--- src/rtl/gx4000_cpr_loader.sv ---
`default_nettype none
// ============================================================================
// Module      : gx4000_cpr_loader
// Description : Parses a .CPR (RIFF "AMS!") cartridge image from the ioctl
//               stream and writes each cbNN chunk into its 16 KB SDRAM bank.
//               Optional build macro CPR_FILL_EN pads short banks with 8'hFF.
// Revision    : 1.0  initial release
// ============================================================================
module gx4000_cpr_loader #(
    parameter logic [22:0] ROM_BASE   = 23'h000000,
    parameter int          BANK_BYTES = 16384
) (
    input  logic        clk_sys,
    input  logic        reset,
    input  logic        ioctl_download,
    input  logic        ioctl_wr,
    input  logic [7:0]  ioctl_dout,
    output logic        ioctl_wait,
    output logic [22:0] mem_addr,
    output logic [7:0]  mem_data,
    output logic        mem_wr,
    input  logic        mem_ack,
    output logic        load_done,
    output logic        load_error,
    output logic [31:0] bank_mask
);

    typedef enum logic [3:0] {
        ST_IDLE, ST_RIFF_ID, ST_RIFF_SIZE, ST_FORM_ID, ST_CHUNK_ID, ST_CHUNK_SIZE,
        ST_CHUNK_DATA, ST_SKIP, ST_PAD, ST_FILL, ST_DONE, ST_ERROR
    } state_t;

    localparam logic [31:0] BANK_LIM  = 32'(BANK_BYTES);
    localparam logic [22:0] BANK_SZ23 = 23'(BANK_BYTES);

    state_t      state, state_nx;
    logic        dl_q;
    logic [1:0]  cnt;
    logic [23:0] id_sr;
    logic [31:0] size_r;
    logic [31:0] off;
    logic        is_cb;
    logic [4:0]  bank;

    logic        accept, dl_rise, dl_fall;
    logic [31:0] word, size_full;
    logic [7:0]  dig_hi, dig_lo, cb_val;
    logic        cb_ok, data_last;
    state_t      pad_next, after_data;
    logic        hdr_byte, latch_id, off_clr, off_inc, write_go, fill_wr, set_done, set_err;

    assign ioctl_wait = mem_wr || (state == ST_FILL);
    assign accept     = ioctl_wr && !ioctl_wait;
    assign dl_rise    = ioctl_download && !dl_q;
    assign dl_fall    = !ioctl_download && dl_q;
    assign word       = {id_sr, ioctl_dout};
    assign size_full  = {ioctl_dout, size_r[31:8]};
    assign data_last  = (off == size_r - 32'd1);

    // Chunk ID "cbNN": id_sr holds 'c','b',N1 when the final digit arrives
    assign dig_hi = id_sr[7:0] - 8'd48;
    assign dig_lo = ioctl_dout - 8'd48;
    assign cb_val = dig_hi * 8'd10 + dig_lo;
    assign cb_ok  = (id_sr[23:8] == 16'h6362) && (dig_hi < 8'd10) && (dig_lo < 8'd10)
                    && (cb_val < 8'd32);

    assign pad_next = size_r[0] ? ST_PAD : ST_CHUNK_ID;
`ifdef CPR_FILL_EN
    assign after_data = (size_r < BANK_LIM) ? ST_FILL : pad_next;
`else
    assign after_data = pad_next;
`endif

    always_ff @(posedge clk_sys) begin
        if (reset) state <= ST_IDLE;
        else       state <= state_nx;
    end

    always_comb begin
        state_nx = state;
        hdr_byte = 1'b0;
        latch_id = 1'b0;
        off_clr  = 1'b0;
        off_inc  = 1'b0;
        write_go = 1'b0;
        fill_wr  = 1'b0;
        set_done = 1'b0;
        set_err  = 1'b0;
        if (dl_rise) begin
            state_nx = ST_RIFF_ID;
        end else if (dl_fall) begin
            if (state == ST_CHUNK_ID && cnt == 2'd0) begin
                state_nx = ST_DONE;
                set_done = 1'b1;
            end else if (state != ST_IDLE && state != ST_DONE && state != ST_ERROR) begin
                state_nx = ST_IDLE;
                set_err  = 1'b1;
            end
        end else begin
            case (state)
                ST_RIFF_ID, ST_RIFF_SIZE, ST_FORM_ID, ST_CHUNK_ID, ST_CHUNK_SIZE: begin
                    if (accept) begin
                        hdr_byte = 1'b1;
                        if (cnt == 2'd3) begin
                            case (state)
                                ST_RIFF_ID: begin
                                    state_nx = (word == "RIFF") ? ST_RIFF_SIZE : ST_ERROR;
                                    set_err  = (word != "RIFF");
                                end
                                ST_RIFF_SIZE: state_nx = ST_FORM_ID;
                                ST_FORM_ID: begin
                                    state_nx = (word == "AMS!") ? ST_CHUNK_ID : ST_ERROR;
                                    set_err  = (word != "AMS!");
                                end
                                ST_CHUNK_ID: begin
                                    state_nx = ST_CHUNK_SIZE;
                                    latch_id = 1'b1;
                                end
                                default: begin
                                    off_clr = 1'b1;
                                    if (size_full == 32'd0) state_nx = ST_CHUNK_ID;
                                    else if (is_cb)         state_nx = ST_CHUNK_DATA;
                                    else                    state_nx = ST_SKIP;
                                end
                            endcase
                        end
                    end
                end
                ST_CHUNK_DATA: begin
                    if (accept) begin
                        off_inc  = 1'b1;
                        write_go = (off < BANK_LIM);
                        if (data_last) state_nx = after_data;
                    end
                end
                ST_SKIP: begin
                    if (accept) begin
                        off_inc = 1'b1;
                        if (data_last) state_nx = pad_next;
                    end
                end
                ST_PAD: begin
                    if (accept) state_nx = ST_CHUNK_ID;
                end
`ifdef CPR_FILL_EN
                ST_FILL: begin
                    if (!mem_wr) begin
                        write_go = 1'b1;
                        fill_wr  = 1'b1;
                        off_inc  = 1'b1;
                        if (off == BANK_LIM - 32'd1) state_nx = pad_next;
                    end
                end
`endif
                default: state_nx = state;
            endcase
        end
    end

    always_ff @(posedge clk_sys) begin
        if (reset) begin
            dl_q       <= 1'b0;
            cnt        <= 2'd0;
            id_sr      <= 24'd0;
            size_r     <= 32'd0;
            off        <= 32'd0;
            is_cb      <= 1'b0;
            bank       <= 5'd0;
            mem_wr     <= 1'b0;
            mem_addr   <= 23'd0;
            mem_data   <= 8'd0;
            load_done  <= 1'b0;
            load_error <= 1'b0;
            bank_mask  <= 32'd0;
        end else begin
            dl_q <= ioctl_download;
            if (mem_wr && mem_ack) mem_wr <= 1'b0;
            if (dl_rise) begin
                load_done  <= 1'b0;
                load_error <= 1'b0;
                bank_mask  <= 32'd0;
                cnt        <= 2'd0;
            end
            if (hdr_byte) begin
                cnt   <= cnt + 2'd1;
                id_sr <= {id_sr[15:0], ioctl_dout};
                if (state == ST_CHUNK_SIZE) size_r <= size_full;
            end
            if (latch_id) begin
                is_cb <= cb_ok;
                bank  <= cb_val[4:0];
            end
            if (off_clr) off <= 32'd0;
            if (off_inc) off <= off + 32'd1;
            if (write_go) begin
                mem_wr          <= 1'b1;
                mem_addr        <= ROM_BASE + {18'd0, bank} * BANK_SZ23 + off[22:0];
                mem_data        <= fill_wr ? 8'hFF : ioctl_dout;
                bank_mask[bank] <= 1'b1;
            end
            if (set_done) load_done  <= 1'b1;
            if (set_err)  load_error <= 1'b1;
        end
    end

endmodule
`default_nettype wire

--- config.mk ---
export PLATFORM = sky130hd
export DESIGN_NAME = gx4000_cpr_loader
export DESIGN_NICKNAME = d
export VERILOG_FILES = /design/src/rtl/gx4000_cpr_loader.sv
export SDC_FILE = /design/constraint.sdc
export NUM_CORES = 1
export LEC_CHECK = 0
export BUFFER_PORTS_ARGS = -buffer_cell sky130_fd_sc_hd__buf_2
export CORE_ASPECT_RATIO = 0.7
export CORE_MARGIN = 2
export CORE_UTILIZATION = 45
export DETAILED_ROUTE_END_ITERATION = 7
export PLACE_DENSITY = 0.65
export SLEW_MARGIN = 20
export SYNTH_ARGS = -nofsm -noshare
export SYNTH_HDL_FRONTEND = slang
export SYNTH_SLANG_ARGS = --single-unit
export TNS_END_PERCENT = 50
--- constraint.sdc ---
create_clock -name clk_sys -period 3.4 [get_ports clk_sys]
set_clock_uncertainty 0.15 [all_clocks]
set_input_delay 0.51 -clock clk_sys [delete_from_list [all_inputs] [get_ports clk_sys]]
set_output_delay 0.51 -clock clk_sys [all_outputs]
set_load 0.02 [all_outputs]
==> results of run 1 <==
==> power groups by stage <==
stage | sequential [uW] | clock [uW] | combinational (uW)
floorplan | 2030 | 0 | 273
global placement | 2040 | 0 | 383
detailed placement | 2040 | 0 | 385
CTS | 1990 | 1940 | 388
global route | 1990 | 2040 | 434
finish | 1990 | 1920 | 393
==> synthesized netlist by cell type, drive strengths merged, types with 5 or more instances <==
| cell | instances |
|---|---|
| and2 | 6 |
| xnor2 | 40 |
| mux2i | 33 |
| buf | 17 |
| nand3 | 34 |
| xor2 | 20 |
| nand2b | 8 |
| ha | 33 |
| or4 | 9 |
| a211oi | 8 |
| a31oi | 7 |
| or2 | 14 |
| mux2 | 5 |
| a21o | 7 |
| inv | 34 |
| nand2 | 186 |
| nor3 | 28 |
| dfxtp | 167 |
| a21oi | 97 |
| o21ai | 41 |
| or3 | 18 |
| nand4b | 5 |
| nor3b | 5 |
| clkbuf | 58 |
| nor4 | 21 |
| nand4 | 24 |
| o211ai | 12 |
| nor2b | 6 |
| and3 | 14 |
| nor2 | 86 |
| nand3b | 10 |
==> cell families after synthesis <==
logic type,count (synthesis),synth area share
XOR/XNOR,60,0.0584
flip-flops,167,0.371
AND/OR/NAND/NOR,494,0.278
multiplexers,38,0.0429
buffers and inverters,109,0.0493
AO/OA/AOI/OAI,216,0.147
adder cells (fa/ha/maj),36,0.0525
==> critical path: stages (launching register included) <==
cell and delay [ps]:
dfxtp_1 310, or4_1 610, nor4_1 540, a21oi_1 150, or4_4 510, nor4_4 190
nand4_2 180, or4_1 490, nand3_1 80
==> layout make-up <==
class / instances / area share
Clock inverter: 15 / 0.0152
Multi-Input combinational cell: 844 / 0.501
Tap cell: 270 / 0.0322
Sequential cell: 167 / 0.319
Timing Repair Buffer: 137 / 0.0795
Clock buffer: 17 / 0.0406
Inverter: 34 / 0.0122
==> through the flow <==
step,cells,total power [uW]
after detailed placement,1451,2420
after CTS,1483,4320
after floorplan,1120,2300
after global routing,1484,4470
after global placement,1451,2420
final,1484,4310
==> cell usage in the layout, fill, tap and decap left out, types with 14 or more instances in the layout <==
master     synthesis  layout
or2_2             14      14
ha_1              33      32
buf_2              6      78
nor4_1            18      18
buf_4              1      59
inv_1             34      33
a21oi_1           96      96
nor2_1            86      85
or3_1             18      18
xor2_1            20      20
nor3_1            28      27
nand3_1           34      34
dfxtp_1          167     167
nand2_1          186     186
o21ai_0           41      41
mux2i_1           33      33
clkbuf_16          0      17
xnor2_1           40      40
nand4_1           23      23
==> worst min-delay path by stage <==
stage          slack [ps]                      from                  endpoint  depth (start not counted)
2_1_floorplan         280    id_sr[22]$_SDFFE_PP0P_    id_sr[22]$_SDFFE_PP0P_                          2
3_3_place_gp          280   bank_mask[9]$_SDFF_PP0_   bank_mask[9]$_SDFF_PP0_                          2
3_5_place_dp          290  bank_mask[25]$_SDFF_PP0_  bank_mask[25]$_SDFF_PP0_                          2
4_1_cts               200            ioctl_download           dl_q$_SDFF_PP0_                          3
5_1_grt               210            ioctl_download           dl_q$_SDFF_PP0_                          3
6_report              210            ioctl_download           dl_q$_SDFF_PP0_                          3
==> flip-flops by register name, indices dropped and copies added (netlist names), 2 cells and up <==
signal / count
id_sr: 24
cnt: 2
state: 4
mem_addr: 23
bank: 5
off: 32
size_r: 32
mem_data: 8
bank_mask: 32
==> metal layers <==
metal,vias to the layer above,global-route usage
li1,4099,-
met1,3898,0.392
met2,299,0.318
met5,-,0
met4,0,0.0588
met3,22,0.0511
==> timing repair <==
action                     CTS  global route
resized for setup            0             6
setup endpoints to repair    0             2
buffers inserted             0             1
==> summary.txt, run 1 <==
Run status
  – Status: finished, final reports clean

Routing
  – Post-Route WL: around 26000 um
  – Max Used Layer: met4
  – Detailed-route DRC error count: 0
  – Vias/cell: 5.61
  – Routed WL per cell: ~17 um
  – WL met2: around 10000 um
  – M1 wire length: 13700 um
  – Detailed Route Iter0 Violations: 845
  – Met3 wire length: just under 2000 um
  – Vias: between 8k and 9k
  – DR pass1 iterations: 5
  – Antenna Violating Nets Remaining: 0

Floorplanning
  – Row count: 43
  – Die width: 173 um
  – Die area: between 20000 and 25000 um^2
  – Initial Util: 0.457
  – DIE HEIGHT: about 120 um
  – Io pins: 80
  – Core ar.: 19700 um^2

Run
  – Max Cap Violations: 0

Placement
  – Placer Congestion: between 0.9 and 1
  – # port buffers: 79
  – Dpl cell area: slightly below 10000 um^2
  – Post-Place Setup Slack: ~100 ps
  – DP Wirelength: roughly 19000 um

GRT
  – Initial antenna violation count: 0
  – Vias in the first global route: between 7k and 8k
  – GRT Total Usage: 0.243
  – First-pass GRT wire length: just over 40000 um
  – Largest net degree at the start of global routing: 48
  – GRT overflow: 0

Setup path
  – CP arrival: approximately 3500 ps
  – R2R depth: 8
  – Maximum fanout along the worst path: 5
  – CP startpoint kind: flop
  – R2r startpoint: size_r[24]$_SDFFE_PP0P_
  – CP Data Required Time: approximately 3600 ps
  – Crit path to: state[2]$_SDFFE_PP0P_
  – Reg2reg setup slack: about 130 ps
  – Critical Path End Type: flop
  – Worst R2R End: state[2]$_SDFFE_PP0P_
  – CP Class: flop to flop
  – Crit. Startpoint: size_r[24]$_SDFFE_PP0P_

STA
  – Endpoints failing setup: 0
  – Slew Limit Fails: 0
  – Hold slack final: between 200 and 250 ps
  – Final worst setup slack: 129 ps
  – Setup TNS: 0 ps
  – Worst slew pin tran: about 650 ps
  – Slew Limit Headroom: 0.560
  – Minimum clock period: approximately 3300 ps
  – Tcrit/Tclk final: 0.962
  – Timing-limited maximum frequency: 0.306 GHz
  – Final hold violations: 0
  – RSZ-0062 raised after global routing: false

Final layout
  – Fin util: 0.532
  – Final instance area: 10500 um^2
  – Share of layout cells above drive strength 1: 0.175
  – Filler instances: roughly 1.9k
  – Multi-input gate area: approximately 5300 um^2
  – Register Area: 3340 um^2
  – Number of diodes: 0
  – Fin nets: 1250
  – Area grow syn2layout: 16.3%

Yosys
  – Syn_nets: 1169
  – Synth area leaders: dfxtp_1 37%, nand2_1 7.8%, a21oi_1 5.3%
  – Synth area leader: dfxtp_1
  – Sequential area share after synthesis: 0.371
  – Synth Cell Area: 9010 um^2
  – Number of distinct library cells after synthesis: just under 80
  – Yosys reg bits: about 170
  – Post-synth EDFFs: 0
  – Post-Syn Area per Cell: 8.04 um^2
  – Top-area cell type share of the netlist area: 0.371
  – Ys async rst share: 0
  – Synth Instances: 1120
  – Main flop type after synthesis: dfxtp_1
  – Yosys Warn Count: 0

Worst hold path
  – HP Class: primary input to flop

Clock tree
  – Hold Buf Count CTS: 0
  – Root buf cell: clkbuf_16
  – CTS Sinks: 167
  – H-tree levels: 4
  – CTS tree: yes
  – Max Buffers Root-to-Sink: 2
  – Clk slew on worst S/H paths: roughly 70 ps
  – CTS buffer count: 17
  – Clock Latency Late Sink: approximately 440 ps

Power
  – Switching power: ~1200 uW
  – Combinational Power Share: 0.091
  – Pleak: ~0.0042 uW
  – PwrDens: ~400 nW/um^2
  – VDD IR max: a little over 300 uV
  – Sequential share of power: 0.462
  – Internal power: a little over 3000 uW
  – Clock power frac: 0.446
  – Switching part of the total power: 0.281
Note: power is estimated with default switching activity, not from simulation.
==> inputs of run 2 (changes only) <==
--- a/config.mk
+++ b/config.mk
@@ -5,6 +5,7 @@
 export SDC_FILE = /design/constraint.sdc
 export NUM_CORES = 1
 export LEC_CHECK = 0
+export ABC_AREA = 1
 export BUFFER_PORTS_ARGS = -buffer_cell sky130_fd_sc_hd__buf_2
 export CORE_ASPECT_RATIO = 0.7
 export CORE_MARGIN = 2
==> summary.txt, run 2 <==
Final layout
  – Final instance area: 10600 um^2 (+1.4%)
  – Commonest cells after routing, fill and taps aside: 249 x nand2_1, 167 x dfxtp_1, 151 x inv_1
  – Number of diodes: 0 (unchanged)
  – Fin nets: 1455 (+16%)
  – Commonest non-fill, non-tap cell in the layout: nand2_1
  – Top flop regs: bank_mask: 32 flops, off: 32 flops, size_r: 32 flops
  – Area grow syn2layout: 13.1%
  – Share of layout cells above drive strength 1: 0.132 (-0.0430)
  – Filler instances: 2056 (+8.8%)

Worst hold path
  – Hold Path End: mem_wr$_SDFFE_PP0P_
  – HP Class: primary input to flop
  – Min-Delay Path Depth: 4 (+1)
  – Hold Path Origin: mem_ack

Yosys
  – Post-synth EDFFs: 0 (unchanged)
  – Post-synth top cells: 249 x nand2_1, 167 x dfxtp_1, 152 x inv_1, 129 x nor2_1, 129 x o21ai_0
  – Number of distinct library cells after synthesis: 54 (-31%)
  – Yosys reg bits: 167 (unchanged)
  – Synth area leader: dfxtp_1
  – Post-Syn Area per Cell: 6.99 um^2 (-13%)
  – Count leader, synth: nand2_1
  – Synth Cell Area: 9400 um^2 (+4.4%)
  – Ys async rst share: 0 (unchanged)
  – Top-area cell type share of the netlist area: 0.356 (-0.0156)
  – Sequential area share after synthesis: 0.356 (-0.0156)
  – Syn_nets: 1394 (+19%)
  – Synth Instances: 1345 (+20%)
  – Yosys Warn Count: 0 (unchanged)
  – Main flop type after synthesis: dfxtp_1
  – Synth area leaders: dfxtp_1 36%, nand2_1 9.9%, o21ai_0 6.9%

Power
  – Internal power: 3580 uW (+16%)
  – Clock power frac: 0.348 (-0.098)
  – Switching part of the total power: 0.363 (+0.0821)
  – Switching power: 2040 uW (+69%)
  – VDD IR max: 306 uV (-1.8%)
  – PwrDens: 529 nW/um^2 (+29%)
  – Sequential share of power: 0.393 (-0.069)
  – Combinational Power Share: 0.259 (+0.168)
  – Pleak: 0.00470 uW (+12%)
  – Total power: 5620 uW (+30%)

Setup path
  – CP Data Required Time: 3560 ps (-70 ps)
  – Reg2reg setup slack: 460 ps (+330 ps)
  – CP arrival: 3110 ps (-390 ps)
  – CP startpoint kind: flop
  – CP Class: flop to flop
  – CP dominant cell by count: inv_1
  – CP cell instances: inv_1 -> ha_1 -> inv_1 -> fa_1 -> inv_1 -> ha_1 -> inv_1 -> nor2_1 -> nor2_1 -> inv_1 -> a21oi_1 -> nand2_1 -> nand2_1 -> nor2_1 -> a21oi_1 -> nor2_1
  – R2R depth: 16 (+8)
  – Slowest CP cell: fa_1
  – Worst R2R End: is_cb$_SDFFE_PP0P_
  – Critical Path End Type: flop
  – Crit path max-delay family: adder cells
  – Crit-path max cell delay: 530 ps (-80 ps)
  – Crit path buf inv count: 5 (+5)
  – Maximum fanout along the worst path: 7 (+2)
  – R2r startpoint: id_sr[4]$_SDFFE_PP0P_

STA
  – Worst slew pin tran: 757 ps (+103 ps)
  – Endpoints failing setup: 0 (unchanged)
  – Timing-limited maximum frequency: 0.340 GHz (+11%)
  – Minimum clock period: 2940 ps (-326 ps)
  – Setup TNS: 0 ps (unchanged)
  – RSZ-0062 raised after global routing: false
  – Slew Limit Fails: 0 (unchanged)
  – Slew Limit Headroom: 0.495 (-0.0650)
  – Final hold violations: 0 (unchanged)
  – Tcrit/Tclk final: 0.866 (-0.0958)
  – Hold slack final: 173 ps (-34.6 ps)

Routing
  – Post-Route WL: 27100 um (+5.7%)
  – Detailed-route DRC error count: 0 (unchanged)
  – Vias/cell: 5.37 (-4.2%)
  – Routed WL per cell: 16.0 um (-7.4%)
  – Vias: 9100 (+9.4%)
  – DR pass1 iterations: 5 (unchanged)
  – Detailed Route Iter0 Violations: 765 (-9.5%)
  – Antenna Violating Nets Remaining: 0 (unchanged)

GRT
  – GR Util met1: 0.396 (+0.00393)
  – Met2 usage: 0.335 (+0.0180)
  – GRT Total Usage: 0.250 (+0.00652)
  – Vias in the first global route: 8222 (+14%)
  – Largest net degree at the start of global routing: 65 (+35%)
  – First-pass GRT wire length: 44000 um (+8.1%)
  – GRT overflow: 0 (unchanged)
  – GR Util met3: 0.0592 (+0.00810)
  – Top Usage Layer GRT: met1
  – Initial antenna violation count: 0 (unchanged)

Placement
  – DP Wirelength: 20200 um (+7.3%)
  – # port buffers: 79 (unchanged)
  – Dpl cell area: 10000 um^2 (+1.8%)
  – Placer Congestion: 0.902 (-8.3%)

Floorplanning
  – Initial Util: 0.457 (-0.000814)
  – Die width: 177 um (+2.1%)
  – Row count: 44 (+2.3%)
  – DIE HEIGHT: 125 um (+2.1%)
  – Core ar.: 20600 um^2 (+4.6%)
  – Io pins: 80 (unchanged)
  – Die area: 22100 um^2 (+4.3%)

Clock tree
  – H-tree levels: 4 (unchanged)
  – Max Buffers Root-to-Sink: 2 (unchanged)
  – Post-CTS Setup Bufs: 0 (unchanged)
  – CTS tree: yes
  – Clk slew on worst S/H paths: 70 ps (about the same)
  – Root buf cell: clkbuf_16
  – Clock Latency Late Sink: 440 ps (about the same)
  – CTS buffer count: 17 (unchanged)
  – Hold Buf Count CTS: 0 (unchanged)
  – Resized Gates After CTS: 0 (unchanged)
  – CTS Sinks: 167 (unchanged)

Run status
  – Status: finished, final reports clean

Run
  – Max Cap Violations: 0 (unchanged)
-- run 2: cell count changes after synthesis, sizes merged, moves of 33 or more --
cell and delta:
o21ai +116, nand2 +76, nor2 +67, inv +128, nand3 +44, mux2i -33
-- run 2: stage by stage --
step                utilization  cells  setup WS, ps
floorplan                     -   1345           730
global placement          0.487   1663           560
detailed placement        0.487   1663           502
CTS                       0.516   1695           482
global route              0.516   1695           217
finish                    0.516   1695           455
-- run 2: kinds of logic (layout without fill, tap and decap cells) --
| kind of cell | after synthesis | count (layout) | share of synthesized area |
|---|---|---|---|
| xor+xnor | 33 | 33 | 0.0307 |
| simple gates | 582 | 582 | 0.295 |
| compound gates | 316 | 316 | 0.181 |
| buf+inv | 211 | 285 | 0.0874 |
| fa+ha+maj | 36 | 36 | 0.0503 |
| flops | 167 | 167 | 0.356 |
-- run 2: worst max path at each step --
stage / start / end / slack (ps) / depth (start not counted)
final: id_sr[4]$_SDFFE_PP0P_ / is_cb$_SDFFE_PP0P_ / 460 / 16
after global routing: id_sr[4]$_SDFFE_PP0P_ / is_cb$_SDFFE_PP0P_ / 220 / 15
after CTS: id_sr[4]$_SDFFE_PP0P_ / is_cb$_SDFFE_PP0P_ / 480 / 16
after floorplan: id_sr[4]$_SDFFE_PP0P_ / is_cb$_SDFFE_PP0P_ / 730 / 16
after detailed placement: id_sr[4]$_SDFFE_PP0P_ / is_cb$_SDFFE_PP0P_ / 500 / 16
after global placement: id_sr[4]$_SDFFE_PP0P_ / is_cb$_SDFFE_PP0P_ / 560 / 16
-- run 2: cell type report --
class | count | area (um^2) | share of cell area
repair buffers | 89 | 483 | 0.0454
clock inverters | 15 | 174 | 0.0164
well taps | 276 | 345 | 0.0325
flip-flops and latches | 167 | 3340 | 0.315
multi-input cells | 967 | 5240 | 0.493
clock buffers | 17 | 425 | 0.0400
inverters | 164 | 616 | 0.0579
-- run 2: metal layers --
layer / wire length [um] / vias to the layer above
li1: - / 4598
met4: 261 / 0
met5: 0 / -
met2: 10400 / 306
met3: 2430 / 22
met1: 14000 / 4174
-- run 2: power by group through the flow --
stage               Clock (uW)  Combinational [uW]  Sequential (uW)
floorplan                    0                1110             2220
global placement             0                1420             2250
finish                    1950                1450             2210
CTS                       1990                1440             2210
detailed placement           0                1420             2250
global route              2070                1660             2230
-- run 2: worst register-to-register path: stages (launching register included) --
cell and delay (ps):
dfxtp_1 470, inv_1 180, ha_1 340, inv_1 60, fa_1 530, inv_1 40, ha_1 290, inv_1 90
nor2_1 50, nor2_1 90, inv_1 50, a21oi_1 150, nand2_1 70, nand2_1 60, nor2_1 30, a21oi_1 110
nor2_1 50
==> inputs of run 3 (changes only) <==
--- a/config.mk
+++ b/config.mk
@@ -6,7 +6,7 @@
 export NUM_CORES = 1
 export LEC_CHECK = 0
 export ABC_AREA = 1
-export BUFFER_PORTS_ARGS = -buffer_cell sky130_fd_sc_hd__buf_2
+export BUFFER_PORTS_ARGS = -buffer_cell sky130_fd_sc_hd__buf_4
 export CORE_ASPECT_RATIO = 0.7
 export CORE_MARGIN = 2
 export CORE_UTILIZATION = 45
==> summary.txt, run 3 (synthesis results as in run 2) <==
Clock tree
  – CTS buffer count: 17 (unchanged)
  – CTS tree: yes
  – Clk slew on worst S/H paths: 80 ps (about the same)
  – Root buf cell: clkbuf_16
  – Max Buffers Root-to-Sink: 2 (unchanged)
  – Post-CTS Setup Bufs: 0 (unchanged)
  – CTS Sinks: 167 (unchanged)
  – H-tree levels: 4 (unchanged)
  – Resized Gates After CTS: 0 (unchanged)
  – Hold Buf Count CTS: 0 (unchanged)
  – Clock Latency Late Sink: 450 ps (about the same)

Setup path
  – R2R depth: 16 (unchanged)
  – CP arrival: 3080 ps (-30 ps)
  – Critical Path End Type: flop
  – Maximum fanout along the worst path: 7 (unchanged)
  – Reg2reg setup slack: 510 ps (+60 ps)
  – Worst R2R End: is_cb$_SDFFE_PP0P_
  – R2r startpoint: id_sr[4]$_SDFFE_PP0P_
  – CP Class: flop to flop
  – CP startpoint kind: flop
  – CP Data Required Time: 3590 ps (+30 ps)

STA
  – Slew Limit Headroom: 0.514 (+0.0197)
  – Timing-limited maximum frequency: 0.346 GHz (+2.0%)
  – Minimum clock period: 2890 ps (-56.5 ps)
  – Final worst setup slack: 512 ps (+56.5 ps)
  – Setup TNS: 0 ps (unchanged)
  – Tcrit/Tclk final: 0.849 (-0.0166)
  – Slew Limit Fails: 0 (unchanged)
  – Final hold violations: 0 (unchanged)
  – RSZ-0062 raised after global routing: false
  – Endpoints failing setup: 0 (unchanged)
  – Worst slew pin tran: 727 ps (-29.8 ps)

Floorplanning
  – DIE HEIGHT: 125 um (unchanged)
  – Initial Util: 0.457 (unchanged)
  – Core ar.: 20600 um^2 (unchanged)
  – Die width: 177 um (unchanged)
  – Die area: 22100 um^2 (unchanged)
  – Io pins: 80 (unchanged)
  – Row count: 44 (unchanged)

GRT
  – Initial antenna violation count: 0 (unchanged)
  – First-pass GRT wire length: 44400 um (+0.85%)
  – GRT Total Usage: 0.253 (+0.00357)
  – Largest net degree at the start of global routing: 65 (unchanged)
  – GRT overflow: 0 (unchanged)
  – Vias in the first global route: 8193 (-0.35%)

Final layout
  – Commonest cells after routing, fill and taps aside: 249 x nand2_1, 167 x dfxtp_1, 151 x inv_1
  – Filler instances: 2072 (+0.78%)
  – Fin nets: 1456 (+0.069%)
  – Share of layout cells above drive strength 1: 0.133 (+0.000611)
  – Final instance area: 10800 um^2 (+1.9%)
  – Fin util: 0.526 (+0.00997)
  – Top flop regs: bank_mask: 32 flops, off: 32 flops, size_r: 32 flops
  – Commonest non-fill, non-tap cell in the layout: nand2_1
  – Area grow syn2layout: 15.3%
  – Number of diodes: 0 (unchanged)

Placement
  – # port buffers: 79 (unchanged)
  – Post-Place Setup Slack: 487 ps (-15.1 ps)
  – Placer Congestion: 0.926 (+2.7%)
  – DP Wirelength: 20500 um (+1.3%)
  – Dpl cell area: 10200 um^2 (+2.0%)

Routing
  – Vias: 9201 (+1.1%)
  – DR pass1 iterations: 7 (+2)
  – Routed WL per cell: 16.1 um (+0.55%)
  – Vias/cell: 5.43 (+1.1%)
  – Post-Route WL: 27300 um (+0.61%)
  – Detailed-route DRC error count: 0 (unchanged)
  – Antenna Violating Nets Remaining: 0 (unchanged)
  – Detailed Route Iter0 Violations: 1013 (+32%)

Worst hold path
  – Min-Delay Path Depth: 4 (unchanged)
  – Hold Path End: mem_wr$_SDFFE_PP0P_
  – Hold Path Origin: mem_ack
  – HP Class: primary input to flop

Power
  – Internal power: 3590 uW (+0.26%)
  – Switching part of the total power: 0.366 (+0.00290)
  – Pleak: 0.00470 uW (+0.12%)
  – VDD IR max: 332 uV (+8.5%)
  – Sequential share of power: 0.391 (-0.002)
  – Combinational Power Share: 0.259 (about the same)
  – Clock power frac: 0.351 (+0.003)
  – Switching power: 2070 uW (+1.5%)
  – PwrDens: 522 nW/um^2 (-1.2%)

Run status
  – Status: finished, final reports clean

Run
  – Max Cap Violations: 0 (unchanged)
==> run 3: changes by cell type in the layout (fill, tap and decap cells not counted) <==
| cell | previous run | this run |
|---|---|---|
| buf_2 | 79 | 0 |
| buf_4 | 9 | 89 |
==> run 3: layer usage <==
metal	vias to the layer above	GRT usage	wire length [um]
li1	4612	-	-
met1	4219	0.409	14300
met2	345	0.334	10400
met3	25	0.0577	2290
met4	0	0.0506	302
met5	-	0	0
==> run 3: how the worst max path moves through the flow <==
stage | from | to | slack [ps] | cells past startpoint
global placement | id_sr[4]$_SDFFE_PP0P_ | is_cb$_SDFFE_PP0P_ | 580 | 16
finish | id_sr[4]$_SDFFE_PP0P_ | is_cb$_SDFFE_PP0P_ | 510 | 16
floorplan | id_sr[4]$_SDFFE_PP0P_ | is_cb$_SDFFE_PP0P_ | 730 | 16
CTS | id_sr[4]$_SDFFE_PP0P_ | is_cb$_SDFFE_PP0P_ | 490 | 16
detailed placement | ioctl_download | bank_mask[19]$_SDFF_PP0_ | 490 | 9
global route | id_sr[4]$_SDFFE_PP0P_ | is_cb$_SDFFE_PP0P_ | 210 | 16
==> run 3: final cells by class <==
cell class | instances | area [um^2] | area share
inverters | 164 | 616 | 0.0568
multi-input cells | 967 | 5240 | 0.484
clock buffers | 17 | 425 | 0.0393
flip-flops and latches | 167 | 3340 | 0.309
repair buffers | 90 | 688 | 0.0635
well taps | 276 | 345 | 0.0319
clock inverters | 15 | 174 | 0.0161
==> run 3: power by group through the flow <==
stage | Clock (uW) | Combinational (uW) | Sequential (uW)
4_1_cts | 2000 | 1440 | 2210
5_1_grt | 2090 | 1660 | 2230
6_report | 1990 | 1460 | 2210
2_1_floorplan | 0 | 1110 | 2220
3_3_place_gp | 0 | 1420 | 2250
3_5_place_dp | 0 | 1430 | 2250
==> run 3: stage by stage <==
| step | instances | hold slack (ps) | total power (uW) |
|---|---|---|---|
| global route | 1696 | 172 | 5980 |
| finish | 1696 | 152 | 5660 |
| detailed placement | 1664 | 299 | 3680 |
| global placement | 1664 | 292 | 3670 |
| floorplan | 1345 | 292 | 3330 |
| CTS | 1696 | 146 | 5650 |
==> run 3: worst max-delay path: stages (launching register included) <==
cell     delay [ps]
dfxtp_1         470
inv_1           180
ha_1            340
inv_1            60
fa_1            530
inv_1            40
ha_1            290
inv_1            80
nor2_1           40
nor2_1           80
inv_1            40
a21oi_1         150
nand2_1          70
nand2_1          60
nor2_1           30
a21oi_1         110
nor2_1           50
